--- config.mk ---
export PLATFORM = sky130hd
export DESIGN_NAME = seg_scan
export DESIGN_NICKNAME = d
export VERILOG_FILES = /design/src/rtl/seg_scan.sv
export SDC_FILE = /design/constraint.sdc
export NUM_CORES = 1
export LEC_CHECK = 0
export ABC_AREA = 1
export BUFFER_PORTS_ARGS = -buffer_cell sky130_fd_sc_hd__buf_2
export CAP_MARGIN = 5
export CORE_ASPECT_RATIO = 1.75
export CORE_MARGIN = 4
export CORE_UTILIZATION = 51
export DETAILED_ROUTE_END_ITERATION = 16
export PLACE_DENSITY = 0.76
export SYNTH_ARGS = -nofsm -noshare
export SYNTH_HDL_FRONTEND = slang
export SYNTH_SLANG_ARGS = --single-unit
--- constraint.sdc ---
create_clock -name clk -period 2.3 [get_ports clk]
set_input_delay 0.46 -clock clk [delete_from_list [all_inputs] [get_ports clk]]
set_output_delay 0.46 -clock clk [all_outputs]
set_load 0.01 [all_outputs]
--- src/rtl/seg_scan.sv ---
// ---------------------------------------------------------------------------
// seg_scan
//   Time-multiplexed scanner for a 7-segment digit bank. Once per frame the
//   digit value, dot, blank and leading-zero controls are snapshotted. Each
//   digit then gets one slot of CLK_DIV cycles. The first BLANK_CYCLES cycles
//   of a slot keep every strobe dark so the previous digit cannot ghost into
//   the next one. The nibble and dot for the downstream hex decoder change on
//   the slot boundary, so they are already settled when the strobe turns on.
//
// Ports
//   clk         in   system clock (single domain)
//   reset_n     in   asynchronous assert, active-low reset
//   value       in   4*NUM_DIGITS  hex digits, digit i = value[4i+3:4i]
//   dots        in   NUM_DIGITS    decimal point request per digit
//   blank_mask  in   NUM_DIGITS    1 forces digit i dark
//   lz_en       in   1             1 suppresses leading zeros
//   data        out  4             nibble for the downstream decoder
//   dot         out  1             dot for the downstream decoder (active-high)
//   digit_sel   out  NUM_DIGITS    one-hot digit strobe, polarity per DIG_ACTIVE_LOW
//   frame_start out  1             one-cycle pulse as the digit 0 slot begins
// ---------------------------------------------------------------------------
module seg_scan #(
  parameter int NUM_DIGITS     = 8,
  parameter int CLK_DIV        = 50000,
  parameter int BLANK_CYCLES   = 500,
  parameter int DIG_ACTIVE_LOW = 1
) (
  input  logic                    clk,
  input  logic                    reset_n,
  input  logic [4*NUM_DIGITS-1:0] value,
  input  logic [NUM_DIGITS-1:0]   dots,
  input  logic [NUM_DIGITS-1:0]   blank_mask,
  input  logic                    lz_en,
  output logic [3:0]              data,
  output logic                    dot,
  output logic [NUM_DIGITS-1:0]   digit_sel,
  output logic                    frame_start
);

  localparam int CW = $clog2(CLK_DIV);
  localparam int IW = $clog2(NUM_DIGITS);
  localparam logic [CW-1:0] LAST_CNT = CW'(CLK_DIV - 1);
  localparam logic [IW-1:0] LAST_IDX = IW'(NUM_DIGITS - 1);
  localparam logic [NUM_DIGITS-1:0] SEL_OFF =
    (DIG_ACTIVE_LOW != 0) ? {NUM_DIGITS{1'b1}} : {NUM_DIGITS{1'b0}};

  typedef enum logic {
    ST_BLANK,
    ST_SHOW
  } state_t;

  state_t r_state;
  state_t w_nextState;

  logic [CW-1:0]           r_cnt;
  logic [IW-1:0]           r_idx;
  logic [4*NUM_DIGITS-1:0] r_snapValue;
  logic [NUM_DIGITS-1:0]   r_snapDots;
  logic [NUM_DIGITS-1:0]   r_snapBlank;
  logic                    r_snapLz;
  logic [3:0]              r_data;
  logic                    r_dot;
  logic [NUM_DIGITS-1:0]   r_digitSel;
  logic                    r_frameStart;

  logic                    w_wrap;
  logic                    w_frame;
  logic [CW-1:0]           w_nextCnt;
  logic [IW-1:0]           w_nextIdx;
  logic [4*NUM_DIGITS-1:0] w_srcValue;
  logic [NUM_DIGITS-1:0]   w_srcDots;
  logic [NUM_DIGITS-1:0]   w_srcBlank;
  logic                    w_srcLz;
  logic [NUM_DIGITS-1:0]   w_lzRun;
  logic                    w_digitDark;
  logic [3:0]              w_nextNibble;
  logic [NUM_DIGITS-1:0]   w_nextSel;

  assign w_wrap  = (r_cnt == LAST_CNT);
  assign w_frame = w_wrap && (r_idx == LAST_IDX);

  // On the frame-boundary edge the live inputs are the ones being captured,
  // so digit 0 is taken straight from them to avoid a one-frame lag.
  assign w_srcValue = w_frame ? value      : r_snapValue;
  assign w_srcDots  = w_frame ? dots       : r_snapDots;
  assign w_srcBlank = w_frame ? blank_mask : r_snapBlank;
  assign w_srcLz    = w_frame ? lz_en      : r_snapLz;

  // w_lzRun[j] is set when digit j and every digit above it are zero.
  for (genvar j = 0; j < NUM_DIGITS; j++) begin : g_lzRun
    assign w_lzRun[j] = ~|w_srcValue[4*NUM_DIGITS-1:4*j];
  end

  // Next-state logic: slot counter, digit index, blank/show phase and the
  // values the registered outputs take on the coming edge. Everything is
  // evaluated for the slot the next edge lands in.
  always_comb begin
    w_nextCnt    = w_wrap ? '0 : r_cnt + CW'(1);
    w_nextIdx    = r_idx;
    w_nextState  = r_state;
    w_digitDark  = 1'b0;
    w_nextNibble = 4'h0;
    w_nextSel    = SEL_OFF;

    if (w_wrap) begin
      w_nextIdx = (r_idx == LAST_IDX) ? '0 : r_idx + IW'(1);
    end

    case (r_state)
      ST_BLANK: begin
        if (int'(r_cnt) == BLANK_CYCLES - 1) begin
          w_nextState = ST_SHOW;
        end
      end
      ST_SHOW: begin
        if (w_wrap && (BLANK_CYCLES > 0)) begin
          w_nextState = ST_BLANK;
        end
      end
      default: w_nextState = ST_SHOW;
    endcase

    // Digit 0 is never leading-zero suppressed, so a zero value still shows "0".
    w_digitDark = w_srcBlank[w_nextIdx] ||
                  (w_srcLz && (w_nextIdx != '0) && w_lzRun[w_nextIdx]);

    w_nextNibble = w_srcValue[{w_nextIdx, 2'b00} +: 4];

    if ((w_nextState == ST_SHOW) && !w_digitDark) begin
      w_nextSel = SEL_OFF ^ (NUM_DIGITS'(1) << w_nextIdx);
    end
  end

  // State and output registers. Reset parks the scan on the last cycle of the
  // last digit so the first edge after release is a frame boundary, and turns
  // every strobe off immediately.
  always_ff @(posedge clk or negedge reset_n) begin
    if (!reset_n) begin
      r_cnt        <= LAST_CNT;
      r_idx        <= LAST_IDX;
      r_state      <= ST_SHOW;
      r_snapValue  <= '0;
      r_snapDots   <= '0;
      r_snapBlank  <= '0;
      r_snapLz     <= 1'b0;
      r_data       <= 4'h0;
      r_dot        <= 1'b0;
      r_digitSel   <= SEL_OFF;
      r_frameStart <= 1'b0;
    end else begin
      r_cnt        <= w_nextCnt;
      r_idx        <= w_nextIdx;
      r_state      <= w_nextState;
      r_frameStart <= w_frame;
      r_digitSel   <= w_nextSel;
      if (w_frame) begin
        r_snapValue <= value;
        r_snapDots  <= dots;
        r_snapBlank <= blank_mask;
        r_snapLz    <= lz_en;
      end
      if (w_wrap) begin
        r_data <= w_nextNibble;
        r_dot  <= w_srcDots[w_nextIdx];
      end
    end
  end

  assign data        = r_data;
  assign dot         = r_dot;
  assign digit_sel   = r_digitSel;
  assign frame_start = r_frameStart;

endmodule

==> impl_metrics.tcl <==
set metrics [dict create \
    drv_cap 0 \
    numCtsBuffers 9 \
    p_sw_share_pct 19.9 \
    dieArea_mm2 0.0100 \
    cellPowerDensity_mw_per_mm2 540 \
    p_comb_share_pct 2.6 \
    setup_viol 0 \
    cts.clk_slew.worst_paths_ps 60 \
    postCtsHoldBufs 0 \
    grt_util_all_layers_pct 23.2 \
    min_path_type "input port to async pin" \
    layout.nets 684 \
    status "complete, no violations" \
    slew_headroom_pct 64.9 \
    rsz0062_at_grt "yes" \
    ff_latch_area_mm2 0.00210 \
    routed-via-count 3764 \
    area_delta_synth_final_pct 26.9 \
    cts_sinks 83 \
    period_share_pct 99.7 \
    fmax_mhz 436 \
    syn_inst 526 \
    syn_area_mm2 0.00430 \
    boundaryPins 65 \
    wirelength_um 11000 \
    ys_types 39 \
    clkLatencyLatePin_ps 340 \
    peakVddDrop_mv 0.478 \
    grt_max_degree 45 \
    crit_type "register to register" \
    drc 0 \
    cts_tree "done" \
    p_clk_share_pct 47.8 \
    detail-route-antenna-nets 0 \
    gp_congestion 0.942 \
    layout_min_cycle_time_ps 2290 \
    cts_buffer_depth 2 \
    power.internal_w 0.00236 \
    grt_pass1_vias 3832 \
    initial_core_util_pct 52.0 \
    antennaDiodeCount 0 \
    numPortBuffers 64 \
    dr_wl_met2_um 6040 \
    power_switching_w 0.000586 \
    final_max_slew_viol_count 0 \
    ys_seq_area_share_pct 48.9 \
    grt.overflow.total 0 \
    p_leak_nw 2.85 \
    dr.first_iter.drc_count 350 \
    top_layer "met4" \
    path_max_fanout 8 \
    hold_viol 0 \
    netlist.area_leader.share_pct 36.1 \
    core_area_mm2 0.00826 \
    fp.dieH_um 129 \
    start_kind "register" \
    vias_per_cell 5.18 \
    fillers 667 \
    met3_length_um 432 \
    fin_util_pct 66.0 \
    ys.warnings.count 0 \
    stdcell_area_mm2 0.00545 \
    drt_pre_antenna_iters 5 \
    syn_nets 580 \
    rows 44 \
    worst_slew_pin_slew_ps 527 \
    cts_max_level 3 \
    end_kind "register" \
    wl_met1_um 4180 \
    routedWlPerCell_um 15.1 \
    dieWidth_um 77.4 \
    seq_power_share_pct 49.6 \
    multiInputGateArea_mm2 0.00194 \
    grt_pass1_wl_um 17900 \
    cts_root_buffer "clkbuf_16" \
    dpl-instance-area_mm2 0.00488 \
    ys_ff_latch 83 \
    cp.required_ps 2570 \
    syn_avg_cell_area_um2 8.17 \
    dp_hpwl_um 8270 \
    finalPower_w 0.00295 \
    critPathArrivalTime_ps 2560 \
    synth_top_cell_by_area "dfrtp_1" \
    antenna_found_initial 0 \
    drive_gt1_share_pct 33.9 \
    synthTopCellsByArea "dfrtp_1 36%, nand2_1 13%, dfstp_2 13%, inv_1 4.9%, nor2_1 4.7%" \
    finClkSkew_ps 7.75 \
]
==> worst paths after layout <==
check                               start              to  slack [ps]  depth (start not counted)
max                              r_cnt[0]    digit_sel[6]           8                         17
min reg2reg                r_snapValue[0]  r_snapValue[0]         480                          2
max in group asynchronous         reset_n    digit_sel[0]        1540                          2
max reg2reg                      r_cnt[0]    digit_sel[6]           8                         17
min                               reset_n  r_snapValue[7]         100                          1
min in group clk                 value[0]  r_snapValue[0]         350                          3
==> cell usage after synthesis, drive strengths merged <==
master,n
a21o,1
a21oi,21
a22oi,3
a31oi,1
buf,13
clkbuf,3
clkinv,1
dfrtp,62
dfstp,21
ha,3
inv,62
nand2,172
nand3,30
nand3b,1
nand4,22
nor2,64
nor3,8
nor3b,1
o211ai,2
o21a,2
o21ai,23
or2,6
xnor2,1
xor2,3
==> final cells by class <==
cell class / count / area share (%)
clock buffer: 11 / 4.45
sequential: 83 / 38.6
multi-input combinational: 364 / 35.7
timing repair buffer: 109 / 13.8
tap: 92 / 2.11
inverter: 63 / 4.43
clock inverter: 5 / 0.964
==> timing repair <==
action	4_1_cts	5_1_grt
buffers inserted	6	9
pin swaps	6	8
endpoints found under the setup margin	11	14
gates resized for setup	7	28
==> flip-flops by register name, summed over array words and instances, names as in the netlist <==
register	cells
frame_start	1
r_snapDots	8
r_snapValue	32
r_snapLz	1
r_state	1
digit_sel	8
dot	1
r_idx	3
r_cnt	16
data	4
r_snapBlank	8
==> per-layer routing <==
metal	GRT usage [%]	vias to the layer above
met5	0	-
li1	-	1872
met2	43.6	103
met3	4.10	26
met1	24.3	1763
met4	12.4	0
==> power by group through the flow <==
stage	clock [W]	sequential, W	combinational, W
finish	0.00141	0.00146	0.0000758
detailed placement	0	0.00149	0.0000779
global placement	0	0.00149	0.0000762
CTS	0.00145	0.00146	0.0000781
global route	0.00149	0.00146	0.0000863
floorplan	0	0.00149	0.00000123
==> cell families (layout without fill, tap and decap cells) <==
family	Yosys count	in the layout	share of synthesized area, %
flip-flops	83	83	48.9
AO/OA/AOI/OAI	53	53	7.28
XOR/XNOR	4	4	0.815
buffers and inverters	79	188	8.47
AND/OR/NAND/NOR	304	304	33.6
adder cells (fa/ha/maj)	3	3	0.873
==> critical path, cell delays in order (launching register included) <==
cell and delay, ps:
dfstp_2 560, ha_4 150, nand3_4 100, nor2_4 140, buf_4 130, buf_6 100, nand2_4 50, inv_2 60
nand2_2 70, nand2_4 140, nor2_4 90, nand2_1 100, nand2_1 60, inv_1 70, nand2_2 60, nor2_4 120
nand3_4 120, nand3_1 110
==> placed cells by master, fill, tap and decap left out, types with 6 or more instances in the layout <==
cell type	synthesis	layout
nor2_2	5	7
nand2_2	18	20
o21ai_0	12	10
clkbuf_16	0	9
nor2_4	4	6
o21ai_1	7	7
nand2_4	6	8
buf_12	0	6
nand4_1	22	22
dfstp_2	21	21
dfrtp_1	62	62
inv_1	56	56
nand3_1	27	26
nor2_1	54	50
a21oi_1	20	17
buf_2	2	63
buf_4	5	35
nand2_1	148	144
nor3_1	8	7
==> stage by stage <==
step	instances	hold slack (ps)	setup TNS [ps]	setup WS (ps)
after CTS	718	104	0	17.6
after detailed placement	696	471	-34.3	-13.1
after global routing	727	126	-970	-106
after global placement	696	465	0	46.4
final	727	95.4	0	7.70
after floorplan	526	164	0	63.9
Power figures use the tool's default switching activity.
